===== config.mk =====
export PLATFORM = sky130hd
export DESIGN_NAME = enigma_stream_ctrl_flat
export DESIGN_NICKNAME = d
export VERILOG_FILES = /design/src/rtl/enigma_stream_ctrl_if.sv /design/src/rtl/enigma_stream_ctrl.sv /design/src/flat_wrapper.sv
export SDC_FILE = /design/constraint.sdc
export NUM_CORES = 1
export LEC_CHECK = 0
export ABC_CLOCK_PERIOD_IN_PS = 4400
export CORE_MARGIN = 3
export CORE_UTILIZATION = 35
export DETAILED_ROUTE_END_ITERATION = 16
export MAX_ROUTING_LAYER = met4
export PLACE_DENSITY_LB_ADDON = 0.2
export REMOVE_ABC_BUFFERS = 1
export SYNTH_ARGS = -nofsm -noshare
export SYNTH_HDL_FRONTEND = slang
export SYNTH_SLANG_ARGS = --single-unit
export TNS_END_PERCENT = 10

===== constraint.sdc =====
create_clock -name clk -period 4.4 [get_ports clk]
set_input_delay 0.66 -clock clk [delete_from_list [all_inputs] [get_ports clk]]
set_output_delay 0.66 -clock clk [all_outputs]
set_load 0.005 [all_outputs]

===== src/rtl/enigma_stream_ctrl_if.sv =====
// Host and core-facing signal bundle for enigma_stream_ctrl.
// slave is the controller's view; master is the host/core side.
interface enigma_stream_ctrl_if;
  logic       cfg_set;
  logic       cfg_dec;
  logic       in_valid;
  logic       in_ready;
  logic [7:0] in_data;
  logic       eng_set;
  logic       eng_en;
  logic       eng_valid;
  logic [7:0] eng_din;
  logic       eng_dec;
  logic       eng_done;
  logic [7:0] eng_dout;
  logic       out_valid;
  logic       out_ready;
  logic [7:0] out_data;
  logic       busy;
  logic       err;

  modport slave (
    input  cfg_set, cfg_dec, in_valid, in_data, eng_done, eng_dout, out_ready,
    output in_ready, eng_set, eng_en, eng_valid, eng_din, eng_dec,
           out_valid, out_data, busy, err
  );

  modport master (
    output cfg_set, cfg_dec, in_valid, in_data, eng_done, eng_dout, out_ready,
    input  in_ready, eng_set, eng_en, eng_valid, eng_din, eng_dec,
           out_valid, out_data, busy, err
  );
endinterface


===== src/rtl/enigma_stream_ctrl.sv =====
// Stream front-end for the enigma core: buffers host bytes, issues alphabet
// symbols to the core one at a time, bypasses other bytes, holds each result for the host.
module enigma_stream_ctrl #(
  parameter int unsigned DEPTH   = 16,
  parameter int unsigned NSYM    = 26,
  parameter int unsigned TIMEOUT = 64
) (
  input logic                 clk,
  input logic                 reset_n,
  enigma_stream_ctrl_if.slave bus
);

  localparam int unsigned AW = $clog2(DEPTH);
  localparam int unsigned PW = AW + 1;
  localparam int unsigned TW = $clog2(TIMEOUT) + 1;

  localparam logic [8:0]    NSYM_L = 9'(NSYM);
  localparam logic [TW-1:0] TMAX   = TW'(TIMEOUT - 1);

  localparam logic [1:0] S_IDLE  = 2'd0;
  localparam logic [1:0] S_ISSUE = 2'd1;
  localparam logic [1:0] S_WAIT  = 2'd2;
  localparam logic [1:0] S_HOLD  = 2'd3;

  logic [1:0]    r_state;
  logic [7:0]    r_mem [DEPTH];
  logic [PW-1:0] r_wr_ptr;
  logic [PW-1:0] r_rd_ptr;
  logic [TW-1:0] r_timer;
  logic          r_en;
  logic          r_eng_set;
  logic          r_eng_valid;
  logic [7:0]    r_eng_din;
  logic          r_eng_dec;
  logic          r_out_valid;
  logic [7:0]    r_out_data;
  logic          r_busy;
  logic          r_err;

  logic          w_empty;
  logic          w_full;
  logic          w_in_ready;
  logic          w_push;
  logic [7:0]    w_head;

  logic [1:0]    w_state_nxt;
  logic          w_pop;
  logic          w_flush;
  logic [TW-1:0] w_timer_nxt;
  logic          w_eng_valid_nxt;
  logic [7:0]    w_eng_din_nxt;
  logic          w_out_valid_nxt;
  logic [7:0]    w_out_data_nxt;
  logic          w_err_nxt;
  logic [PW-1:0] w_wr_ptr_nxt;
  logic [PW-1:0] w_rd_ptr_nxt;
  logic          w_busy_nxt;

  // FIFO status: the extra pointer bit separates full from empty
  assign w_empty    = (r_wr_ptr == r_rd_ptr);
  assign w_full     = (r_wr_ptr[AW] != r_rd_ptr[AW]) &&
                      (r_wr_ptr[AW-1:0] == r_rd_ptr[AW-1:0]);
  assign w_in_ready = r_en & ~w_full & ~bus.cfg_set;
  assign w_push     = bus.in_valid & w_in_ready;
  assign w_head     = r_mem[r_rd_ptr[AW-1:0]];

  // FIFO storage; contents are don't-care while the pointers say empty
  always_ff @(posedge clk) begin
    if (w_push) begin
      r_mem[r_wr_ptr[AW-1:0]] <= bus.in_data;
    end
  end

  // Next-state and registered-output logic; cfg_set overrides every state
  always_comb begin
    w_state_nxt     = r_state;
    w_pop           = 1'b0;
    w_flush         = 1'b0;
    w_timer_nxt     = r_timer;
    w_eng_valid_nxt = 1'b0;
    w_eng_din_nxt   = r_eng_din;
    w_out_valid_nxt = r_out_valid;
    w_out_data_nxt  = r_out_data;
    w_err_nxt       = r_err;

    if (bus.cfg_set) begin
      w_flush         = 1'b1;
      w_state_nxt     = S_IDLE;
      w_out_valid_nxt = 1'b0;
      w_err_nxt       = 1'b0;
      w_timer_nxt     = '0;
    end else begin
      case (r_state)
        S_IDLE: begin
          if (!w_empty && !r_out_valid) begin
            w_pop = 1'b1;
            if ({1'b0, w_head} < NSYM_L) begin
              w_eng_valid_nxt = 1'b1;
              w_eng_din_nxt   = w_head;
              w_timer_nxt     = '0;
              w_state_nxt     = S_ISSUE;
            end else begin
              w_out_data_nxt  = w_head;
              w_out_valid_nxt = 1'b1;
              w_state_nxt     = S_HOLD;
            end
          end
        end
        S_ISSUE: begin
          w_timer_nxt = r_timer + TW'(1);
          w_state_nxt = S_WAIT;
        end
        S_WAIT: begin
          if (bus.eng_done) begin
            w_out_data_nxt  = bus.eng_dout;
            w_out_valid_nxt = 1'b1;
            w_state_nxt     = S_HOLD;
          end else if (r_timer == TMAX) begin
            w_err_nxt   = 1'b1;
            w_state_nxt = S_IDLE;
          end else begin
            w_timer_nxt = r_timer + TW'(1);
          end
        end
        S_HOLD: begin
          if (r_out_valid && bus.out_ready) begin
            w_out_valid_nxt = 1'b0;
            w_state_nxt     = S_IDLE;
          end
        end
        default: begin
          w_state_nxt = S_IDLE;
        end
      endcase
    end

    w_wr_ptr_nxt = w_flush ? '0 : r_wr_ptr + PW'(w_push);
    w_rd_ptr_nxt = w_flush ? '0 : r_rd_ptr + PW'(w_pop);
    w_busy_nxt   = (w_state_nxt != S_IDLE) || (w_wr_ptr_nxt != w_rd_ptr_nxt);
  end

  always_ff @(posedge clk or negedge reset_n) begin
    if (!reset_n) begin
      r_state     <= S_IDLE;
      r_wr_ptr    <= '0;
      r_rd_ptr    <= '0;
      r_timer     <= '0;
      r_en        <= 1'b0;
      r_eng_set   <= 1'b0;
      r_eng_valid <= 1'b0;
      r_eng_din   <= '0;
      r_eng_dec   <= 1'b0;
      r_out_valid <= 1'b0;
      r_out_data  <= '0;
      r_busy      <= 1'b0;
      r_err       <= 1'b0;
    end else begin
      r_state     <= w_state_nxt;
      r_wr_ptr    <= w_wr_ptr_nxt;
      r_rd_ptr    <= w_rd_ptr_nxt;
      r_timer     <= w_timer_nxt;
      r_en        <= 1'b1;
      r_eng_set   <= bus.cfg_set;
      r_eng_valid <= w_eng_valid_nxt;
      r_eng_din   <= w_eng_din_nxt;
      r_out_valid <= w_out_valid_nxt;
      r_out_data  <= w_out_data_nxt;
      r_busy      <= w_busy_nxt;
      r_err       <= w_err_nxt;
      // Decrypt select only changes between symbols
      if (r_state == S_IDLE) begin
        r_eng_dec <= bus.cfg_dec;
      end
    end
  end

  assign bus.in_ready  = w_in_ready;
  assign bus.eng_set   = r_eng_set;
  assign bus.eng_en    = r_en;
  assign bus.eng_valid = r_eng_valid;
  assign bus.eng_din   = r_eng_din;
  assign bus.eng_dec   = r_eng_dec;
  assign bus.out_valid = r_out_valid;
  assign bus.out_data  = r_out_data;
  assign bus.busy      = r_busy;
  assign bus.err       = r_err;

endmodule


===== src/flat_wrapper.sv =====
// flat-port wrapper written by rule: the top's interface ports become plain ports
module enigma_stream_ctrl_flat 
#(
  parameter int unsigned DEPTH   = 16,
  parameter int unsigned NSYM    = 26,
  parameter int unsigned TIMEOUT = 64
)
  (clk, reset_n, bus_cfg_set, bus_cfg_dec, bus_in_valid, bus_in_data, bus_eng_done, bus_eng_dout, bus_out_ready, bus_in_ready, bus_eng_set, bus_eng_en, bus_eng_valid, bus_eng_din, bus_eng_dec, bus_out_valid, bus_out_data, bus_busy, bus_err);
  enigma_stream_ctrl_if bus_i ();
  input logic clk;
  input logic reset_n;
  input wire logic [$bits(bus_i.cfg_set)-1:0] bus_cfg_set;
  input wire logic [$bits(bus_i.cfg_dec)-1:0] bus_cfg_dec;
  input wire logic [$bits(bus_i.in_valid)-1:0] bus_in_valid;
  input wire logic [$bits(bus_i.in_data)-1:0] bus_in_data;
  input wire logic [$bits(bus_i.eng_done)-1:0] bus_eng_done;
  input wire logic [$bits(bus_i.eng_dout)-1:0] bus_eng_dout;
  input wire logic [$bits(bus_i.out_ready)-1:0] bus_out_ready;
  output wire logic [$bits(bus_i.in_ready)-1:0] bus_in_ready;
  output wire logic [$bits(bus_i.eng_set)-1:0] bus_eng_set;
  output wire logic [$bits(bus_i.eng_en)-1:0] bus_eng_en;
  output wire logic [$bits(bus_i.eng_valid)-1:0] bus_eng_valid;
  output wire logic [$bits(bus_i.eng_din)-1:0] bus_eng_din;
  output wire logic [$bits(bus_i.eng_dec)-1:0] bus_eng_dec;
  output wire logic [$bits(bus_i.out_valid)-1:0] bus_out_valid;
  output wire logic [$bits(bus_i.out_data)-1:0] bus_out_data;
  output wire logic [$bits(bus_i.busy)-1:0] bus_busy;
  output wire logic [$bits(bus_i.err)-1:0] bus_err;
  assign bus_i.cfg_set = bus_cfg_set;
  assign bus_i.cfg_dec = bus_cfg_dec;
  assign bus_i.in_valid = bus_in_valid;
  assign bus_i.in_data = bus_in_data;
  assign bus_i.eng_done = bus_eng_done;
  assign bus_i.eng_dout = bus_eng_dout;
  assign bus_i.out_ready = bus_out_ready;
  assign bus_in_ready = bus_i.in_ready;
  assign bus_eng_set = bus_i.eng_set;
  assign bus_eng_en = bus_i.eng_en;
  assign bus_eng_valid = bus_i.eng_valid;
  assign bus_eng_din = bus_i.eng_din;
  assign bus_eng_dec = bus_i.eng_dec;
  assign bus_out_valid = bus_i.out_valid;
  assign bus_out_data = bus_i.out_data;
  assign bus_busy = bus_i.busy;
  assign bus_err = bus_i.err;
  enigma_stream_ctrl #(.DEPTH(DEPTH), .NSYM(NSYM), .TIMEOUT(TIMEOUT)) u_core (.clk(clk), .reset_n(reset_n), .bus(bus_i));
endmodule

Word-level counts from Yosys, hierarchy flattened
Memory sizes are Yosys's and may differ from the RTL's.
Cells that the tools add are included.
{ "classes": {"add_sub_neg": 3, "magnitude_cmp": 1, "eq_ne": 19, "mux": 39, "bitwise_logic": 5, "n_reduce_logical": 18} }
{ "op_table": {"columns": ["cell", "n"], "rows": [
  ["$mux W7", 5],
  ["$mux W8", 3],
  ["$pmux W7 S3", 1],
  ["$mux W1", 19],
  ["$pmux W8 S2", 1],
  ["$reduce_and A5 Y1", 3],
  ["$mux W2", 6],
  ["$ne A3 B3 Y1 const B", 4],
  ["$add A5 B1 Y5", 2],
  ["$mux W5", 2],
  ["$ne A3 B2 Y1 const B", 3],
  ["$lt A8 B5 Y1 const B", 1],
  ["$pmux W2 S4", 1],
  ["$reduce_bool A2 Y1", 4],
  ["$reduce_bool A4 Y1", 2],
  ["$add A7 B1 Y7 const B", 1],
  ["$eq A7 B6 Y1 const B", 1],
  ["$ne A2 B2 Y1 const B", 3],
  ["$eq A5 B5 Y1", 1],
  ["$ne A5 B5 Y1", 1],
  ["$eq A2 B2 Y1 const B", 2],
  ["$eq A4 B4 Y1", 1],
  ["$reduce_and A4 Y1", 1],
  ["$and A1 B1 Y1", 3],
  ["other kinds (10)", 14]
]} }
{ "totals": {"reg_bits": 42, "ram_bits": 128, "input_bits": 23, "output_inout_bits": 24, "word_cells": 99, "mem_count": 1} }
{ "memory_table": {"columns": ["memory", "depth", "word_bits", "rd", "rd_clocked_by_memory_dff", "wr", "line_no", "rtl"], "rows": [
  ["u_core.r_mem", 16, 8, 1, 0, 1, "enigma_stream_ctrl.sv:26", "logic [7:0] r_mem [DEPTH];"]
]} }

Logic depth before layout (Yosys ltp)
Gate-level depths: netlist of run 1.
{ "depth": {"ltp_word": 10, "ltp_mapped": 15, "ltp_nobuf": 13} }

Worst setup path before layout of run 1
OpenSTA, ideal clock, no wires.
{ "synth_timing": {"path_type": "register to register", "from": "register u_core.r_wr_ptr[3]", "to": "register u_core.r_busy (netlist: u_core.bus.busy)", "setup_ns": 0.131, "arrival_ns": 3.268, "required_ns": 4.269, "setup_slack_ns": 1.001, "path_stages_with_launch": 16, "n_path_buf": 2, "period_less_slack_ns": 3.399, "cell_sequence": "dfrtp_1 -> buf_2 -> xor2_1 -> nor4_1 -> nor2b_1 -> nor3b_1 -> and2_1 -> clkbuf_1 -> ha_1 -> ha_1 -> nand3_1 -> xor2_1 -> nor2_1 -> xor2_1 -> or4_1 -> or3_1"} }
{ "synth_via": {"elab_chain_cells": 10, "elab_cells_between_ends": 22, "classes_between": "2 x add/sub; 3 x eq/ne; 8 x mux; 4 x bitwise; 5 x reduce/logical"} }
{ "synth_rtl": {"columns": ["item", "line_no", "rtl"], "rows": [
  ["from (decl)", "enigma_stream_ctrl.sv:27", "logic [PW-1:0] r_wr_ptr;"],
  ["from (signal assigned)", "enigma_stream_ctrl.sv:159", "r_wr_ptr <= w_wr_ptr_nxt;"],
  ["$eq A4 B4 Y1", "enigma_stream_ctrl.sv:62", "(r_wr_ptr[AW-1:0] == r_rd_ptr[AW-1:0]);"],
  ["$logic_and A1 B1 Y1", "enigma_stream_ctrl.sv:61", "assign w_full = (r_wr_ptr[AW] != r_rd_ptr[AW]) &&"],
  ["$not A1 Y1", "enigma_stream_ctrl.sv:63", "assign w_in_ready = r_en & ~w_full & ~bus.cfg_set;"],
  ["$and A1 B1 Y1 (2 in a row)", "enigma_stream_ctrl.sv:63", null],
  ["via bus_in_ready", "flat_wrapper.sv:19", "output wire logic [$bits(bus_i.in_ready)-1:0] bus_in_ready;"],
  ["$and A1 B1 Y1", "enigma_stream_ctrl.sv:64", "assign w_push = bus.in_valid & w_in_ready;"],
  ["$add A5 B1 Y5", "enigma_stream_ctrl.sv:137", "w_wr_ptr_nxt = w_flush ? '0 : r_wr_ptr + PW'(w_push);"],
  ["$mux W5", "enigma_stream_ctrl.sv:137", null],
  ["via u_core.w_wr_ptr_nxt[4]", "enigma_stream_ctrl.sv:55", "logic [PW-1:0] w_wr_ptr_nxt;"],
  ["$ne A5 B5 Y1", "enigma_stream_ctrl.sv:139", "w_busy_nxt = (w_state_nxt != S_IDLE) || (w_wr_ptr_nxt != w_rd_ptr_nxt);"],
  ["$logic_or A1 B1 Y1", "enigma_stream_ctrl.sv:139", null],
  ["via u_core.w_busy_nxt", "enigma_stream_ctrl.sv:57", "logic w_busy_nxt;"],
  ["to (signal assigned)", "enigma_stream_ctrl.sv:168", "r_busy <= w_busy_nxt;"],
  ["to (decl)", "enigma_stream_ctrl.sv:37", "logic r_busy;"]
]} }
The timed path passes the listed nets, and every way through them passes these cells.
A chain may end at the register's enable or synchronous reset.

Worst setup path after layout of run 1
{ "layout_timing": {"from": "register u_core.r_wr_ptr[2]", "to": "register u_core.r_busy (netlist: u_core.bus.busy)"} }
{ "layout_via": {"elab_chain_cells": 10, "elab_cells_between_ends": 22, "classes_between": "2 x add/sub; 3 x eq/ne; 8 x mux; 4 x bitwise; 5 x reduce/logical"} }
{ "layout_rtl": {"columns": ["item", "line_no"], "rows": [
  ["$eq A4 B4 Y1", "enigma_stream_ctrl.sv:62"],
  ["$logic_and A1 B1 Y1", "enigma_stream_ctrl.sv:61"],
  ["$not A1 Y1", "enigma_stream_ctrl.sv:63"],
  ["$and A1 B1 Y1 (2 in a row)", "enigma_stream_ctrl.sv:63"],
  ["$and A1 B1 Y1", "enigma_stream_ctrl.sv:64"],
  ["$add A5 B1 Y5 (*)", "enigma_stream_ctrl.sv:137"],
  ["$mux W5 (*)", "enigma_stream_ctrl.sv:137"],
  ["via u_core.w_wr_ptr_nxt[4]", "enigma_stream_ctrl.sv:55"],
  ["$ne A5 B5 Y1 (*)", "enigma_stream_ctrl.sv:139"],
  ["$logic_or A1 B1 Y1 (*)", "enigma_stream_ctrl.sv:139"],
  ["via u_core.w_busy_nxt", "enigma_stream_ctrl.sv:57"]
]} }
The timed path passes the listed nets; every way through them passes the cells marked *.

==> results.json, run 1 <==
{
  "core_area_um2": 20600,
  "rows": 52,
  "power.density_nw_per_um2": 439,
  "postCtsSetupRepairBufs": 0,
  "cts_root_buf": "clkbuf_16",
  "synth.top_cell.area_share_pct": 51.8,
  "p_leak_uw": 0.00302,
  "swShare_pct": 25.0,
  "io_pins": 47,
  "post-place-ws_ns": 0.738,
  "clock-sinks": 170,
  "avgSynthCellArea_um2": 16.2,
  "yosys_register_bits": 170,
  "cp-start-kind": "flop",
  "cts_tree": "built",
  "synth_edf_count": 128,
  "slowest_delay_ns": 0.57,
  "synth_top_area_cell": "edfxtp_1",
  "grt_max_degree": 43,
  "cp_num_buf_inv": 0,
  "required_ns": 4.69,
  "status": "finished, final reports clean",
  "p_int_uw": 2870,
  "final_common_cell": "edfxtp_1",
  "routedWlPerCell_um": 19.5,
  "relSlewSlack_pct": 34.6,
  "area_delta_synth_final_pct": 17.2,
  "routabilityCongestion": 0.815,
  "synthesis.instances": 457,
  "vias": 4080,
  "clk_path_buf_depth": 2,
  "hp-class": "input port to async pin",
  "r2r-start": "u_core.r_wr_ptr[2]",
  "first_global_vias": 4197,
  "fin_setup_tns_ns": 0,
  "htreeDepth": 4,
  "initial_core_util_pct": 36.1,
  "crit_path_cell_trace": "xor2_1, nor4_1, nor2b_1, nor3b_1, and2_1, ha_1, ha_1, nand3_1, xor2_1, nor2_1, xor2_1, or4_1, or3_1",
  "endpoint_kind": "flop",
  "vias_per_cell": 5.13,
  "p_clk_share_pct": 35.2,
  "final.setup.worst_slack_ns": 0.698,
  "async_flop_share_pct": 24.7,
  "drt_wl_total_um": 15600,
  "drt_pre_antenna_iters": 4,
  "multi_input_area_um2": 2350,
  "n_antenna_cell": 0,
  "ant_nets": 0,
  "synth_ff_type": "edfxtp_1",
  "yosysWarnings": 0,
  "clkTransAtPathRegs_ns": 0.07,
  "min_period_ns": 3.70,
  "grt_pass1_wl_um": 24300,
  "die_x_um": 152,
  "fill_cells": 1909,
  "worst_pin_slew_ns": 0.978,
  "vdd.ir_drop.worst_v": 0.000200,
  "combPwrFrac_pct": 16.3,
  "startpoint": "u_core.r_wr_ptr[2]",
  "finalSetupViolations": 0,
  "p_seq_share_pct": 48.5,
  "ys_top_cells_by_area": "edfxtp_1, dfrtp_1, mux4_1",
  "final_cell_mix": "edfxtp_1, clkdlybuf4s50_1, dfrtp_1",
  "rsz0062_at_grt": "false",
  "fmax_ghz": 0.270,
  "grtUsageTotal_pct": 14.8,
  "fin_crit_sh_pct": 84.1,
  "fin_nets": 546,
  "path_class": "flop to flop",
  "critPathArrivalTime_ns": 3.99,
  "seqCellArea_um2": 4900,
  "drc": 0,
  "cts-buffers-inserted": 17,
  "worst-path-max-fanout": 11,
  "crit_family": "simple AND/OR/NAND/NOR gates",
  "hold_viol_final": 0,
  "dieArea_um2": 23000,
  "hpwl_um": 10500,
  "ctsHoldBuffers": 0,
  "cts_resized": 0,
  "ys_types": 60,
  "drv_cap": 0,
  "skew_ns": 0.0189,
  "final_max_slew_viol_count": 0,
  "clkLatencyLatePin_ns": 0.43,
  "overflow": 0,
  "drive_gt1_share_pct": 15.8,
  "syn_area_um2": 7420,
  "p_sw_uw": 956,
  "slowest_stage": "nor4_1",
  "die_height_um": 152,
  "yosysSeqAreaShare_pct": 66.0,
  "drt_iter0_markers": 239,
  "antenna_found_initial": 0,
  "port_buffers": 46,
  "cp_common_cell": "xor2_1"
}
worst paths after layout:
| path | end | slack, ns | cells after the start |
|---|---|---|---|
| min in group clk | u_core.bus.eng_din[6] | 0.49 | 1 |
| hold reg to reg | u_core.bus.eng_din[6] | 0.49 | 1 |
| setup reg to reg | u_core.bus.busy | 0.70 | 13 |
| setup / recovery | u_core.bus.busy | 0.70 | 13 |
| max in group asynchronous | u_core.r_rd_ptr[0] | 3.35 | 1 |
| hold / removal | u_core.bus.eng_din[7] | 0.39 | 1 |
synthesized netlist by cell type, drive strengths merged (4+ instances only):
library cell	instances
a21oi	6
a221oi	7
a22oi	5
and2	11
buf	14
clkbuf	9
dfrtp	42
edfxtp	128
ha	10
inv	6
mux2	21
mux2i	18
mux4	23
nand2	21
nand2b	6
nand3	13
nand3b	4
nand4b	5
nor2	24
nor2b	8
nor3	5
o211ai	7
o21ai	9
or3	4
xnor2	6
xor2	10
power groups by stage:
| stage | Sequential (uW) | Combinational [uW] | Clock [uW] |
|---|---|---|---|
| 2_1_floorplan | 1900 | 325 | 0 |
| 3_3_place_gp | 1880 | 625 | 0 |
| 3_5_place_dp | 1890 | 630 | 0 |
| 4_1_cts | 1850 | 632 | 1380 |
| 5_1_grt | 1860 | 691 | 1450 |
| 6_report | 1850 | 624 | 1340 |
logic make-up (layout without fill, tap and decap cells):
family,after synthesis,count (layout),synth area share [%]
compound gates,56,56,6.36
buf+inv,29,98,2.36
fa+ha+maj,10,10,1.69
xor+xnor,16,16,1.89
flops,170,170,66.0
other cells,1,1,0.0505
simple gates,113,113,8.19
mux,62,62,13.5
routing by layer:
metal / up-vias / track usage [%] / wire (um)
met3: 15 / 3.24 / 701
met4: 0 / 4.40 / 174
met5: - / - / 0
li1: 1902 / - / -
met1: 2075 / 20.0 / 7290
met2: 88 / 22.8 / 7390
layout make-up:
class	count	share of cell area [%]
flip-flops and latches	170	56.3
multi-input cells	258	27.0
repair buffers	60	6.45
clock buffers	20	5.02
well taps	270	3.88
clock inverters	12	1.06
inverters	6	0.259
per-stage QoR:
stage | total power [uW] | hold slack, ns | util [%] | std cells | cell area [um2]
finish | 3820 | 0.390 | 42.3 | 796 | 8700
global route | 4000 | 0.469 | 42.3 | 796 | 8700
CTS | 3870 | 0.409 | 42.3 | 796 | 8700
detailed placement | 2520 | 0.476 | 39.7 | 764 | 8170
global placement | 2510 | 0.475 | 39.7 | 764 | 8170
floorplan | 2230 | 0.364 | - | 434 | 7270
state kept, by name, indices dropped and copies added, names as in the netlist, 2 cells and up:
name and flops:
u_core.r_mem 128, u_core.bus.out_data 8, u_core.r_state 2, u_core.r_timer 7
u_core.r_wr_ptr 5, u_core.r_rd_ptr 5, u_core.bus.eng_din 8
worst reg2reg max path, delay by kind of cell (launching register included):
kind          cells  cell delay (ns)
xor+xnor          3             0.54
simple gates      8             2.06
fa+ha+maj         2             0.47
flops             1             0.52
Note: power is estimated with default switching activity, not from simulation.
==> run 2: changes to the inputs <==
--- a/config.mk
+++ b/config.mk
@@ -5,7 +5,7 @@
 export SDC_FILE = /design/constraint.sdc
 export NUM_CORES = 1
 export LEC_CHECK = 0
-export ABC_CLOCK_PERIOD_IN_PS = 4400
+export ABC_CLOCK_PERIOD_IN_PS = 3000
 export CORE_MARGIN = 3
 export CORE_UTILIZATION = 35
 export DETAILED_ROUTE_END_ITERATION = 16
==> constraint.sdc (replaced) <==
create_clock -name clk -period 3 [get_ports clk]
set_input_delay 0.45 -clock clk [delete_from_list [all_inputs] [get_ports clk]]
set_output_delay 0.45 -clock clk [all_outputs]
set_load 0.005 [all_outputs]
==> run 2 against run 1 <==
The flow now finishes with violations (setup timing). Flip-flop and latch count did not move. Non-clock buffer count up 56. Fmax is 18% higher. Setup slack got worse by 0.82 ns. Worst hold slack worse by 0.21 ns. Final area up 7.5%. Sequential share of layout area is 3.9 points lower. Global-route usage fell by 0.14 points. Final cell count is 6.8% higher. Combinational power rose by 62%. First-iteration DRC count grew 18%. Sequential power increased by 47%.
==> results.json, run 2 (synthesis gave the netlist of run 1 again) <==
{
  "status": "finished, violations left",
  "violations": "setup timing",
  "drc": 0,
  "area_delta_synth_final_pct": 26.0,
  "initial_core_util_pct": 36.1,
  "place_inst": 816,
  "hpwl_um": 11000,
  "die_x_um": 152,
  "drt_pre_antenna_iters": 6,
  "fill_cells": 1827,
  "grtUsageTotal_pct": 14.7,
  "vdd.ir_drop.worst_v": 0.000333,
  "p_leak_uw": 0.00333,
  "drv_cap": 0,
  "port_buffers": 46,
  "final_common_cell": "edfxtp_1",
  "grt_max_degree": 43,
  "final_max_slew_viol_count": 0,
  "cp-start-kind": "flop",
  "rsz0062_at_grt": "true",
  "final.setup.worst_slack_ns": -0.126,
  "relSlewSlack_pct": 36.0,
  "n_antenna_cell": 0,
  "fin_nets": 602,
  "hold_viol_final": 0,
  "worst-path-max-fanout": 2,
  "clock-sinks": 170,
  "fin_crit_sh_pct": 104,
  "drt_iter0_markers": 282,
  "ant_nets": 0,
  "dieArea_um2": 23000,
  "vias": 4277,
  "endpoint_kind": "flop",
  "clkLatencyLatePin_ns": 0.43,
  "first_global_vias": 4387,
  "required_ns": 3.30,
  "grt_pass1_wl_um": 24400,
  "power.density_nw_per_um2": 621,
  "min_period_ns": 3.13,
  "drt_wl_total_um": 15900,
  "critPathArrivalTime_ns": 3.43,
  "antenna_found_initial": 0,
  "ctsHoldBuffers": 0,
  "core_area_um2": 20600,
  "finalSetupViolations": 1,
  "routedWlPerCell_um": 18.7,
  "vias_per_cell": 5.03,
  "cts_root_buf": "clkbuf_16",
  "finish.utilization_pct": 45.5,
  "overflow": 0,
  "clk_path_buf_depth": 2,
  "whs_ns": 0.175,
  "rows": 52,
  "cts-buffers-inserted": 17,
  "htreeDepth": 4,
  "seqCellArea_um2": 4900,
  "skew_ns": 0.0176,
  "fmax_ghz": 0.320,
  "routabilityCongestion": 0.792,
  "worst_pin_slew_ns": 0.960,
  "clkTransAtPathRegs_ns": 0.07,
  "io_pins": 47,
  "largest_register_ffs": 128,
  "cts_tree": "built",
  "die_height_um": 152,
  "path_class": "flop to flop",
  "hp-class": "input port to async pin",
  "drive_gt1_share_pct": 28.4,
  "multi_input_area_um2": 2510,
  "final_cell_mix": "edfxtp_1, buf_4, clkdlybuf4s50_1",
  "layoutNonFillerInstCount": 850
}
run 2: repair_timing:
| action | 4_1_cts | 5_1_grt |
|---|---|---|
| pin swaps | 9 | 11 |
| setup buffers | 2 | 2 |
| endpoints found under the setup margin | 14 | 20 |
| gates resized for setup | 15 | 23 |
run 2: metrics by stage:
stage | setup TNS, ns | instance area (um2) | power (uW) | worst slack (ns)
2_1_floorplan | -58.78 | 7270 | 3270 | -1.11
3_3_place_gp | -0.863 | 8600 | 3760 | -0.135
3_5_place_dp | -0.988 | 8600 | 3770 | -0.256
4_1_cts | -0.157 | 9230 | 5850 | -0.157
5_1_grt | -0.927 | 9350 | 6050 | -0.265
6_report | -0.126 | 9350 | 5810 | -0.126
run 2: power breakdown:
group	leakage [uW]	total, uW	internal [uW]	switching (uW)
Clock	0.000264	2070	1090	984
Sequential	0.00171	2720	2650	72.2
Combinational	0.00136	1010	559	452
run 2: path summary, 6_finish.rpt:
check / start / endpoint / slack (ns) / depth (start not counted)
hold / removal: reset_n / u_core.r_timer[5] / 0.18 / 1
min in group clk: u_core.bus.eng_din[5] / u_core.bus.eng_din[5] / 0.49 / 1
hold reg to reg: u_core.bus.eng_din[5] / u_core.bus.eng_din[5] / 0.49 / 1
setup reg to reg: u_core.r_rd_ptr[3] / u_core.bus.busy / -0.13 / 13
setup / recovery: u_core.r_rd_ptr[3] / u_core.bus.busy / -0.13 / 13
max in group asynchronous: reset_n / u_core.r_rd_ptr[0] / 2.17 / 1
run 2: critical path, cell delays in order, from the launching register on:
cell,delay (ns)
dfrtp_1,0.41
xor2_2,0.19
nor4_4,0.29
buf_4,0.16
a21oi_2,0.05
and3b_2,0.24
ha_4,0.18
ha_4,0.15
buf_6,0.11
xnor2_2,0.13
nor2_2,0.07
xor2_1,0.17
or4_1,0.54
or3_1,0.32
run 2: layout make-up:
| type | count | share of cell area (%) |
|---|---|---|
| clock buffer | 17 | 4.55 |
| clock inverter | 13 | 1.36 |
| inverter | 6 | 0.241 |
| multi-input combinational | 258 | 26.8 |
| sequential | 170 | 52.3 |
| tap | 270 | 3.61 |
| timing repair buffer | 116 | 11.1 |
run 2: metal layers:
metal / track usage, % / part of all wire [%]
met1: 18.8 / 46
met2: 23.8 / 49
met3: 2.83 / 3.0
met5: - / 0
met4: 4.58 / 1.3
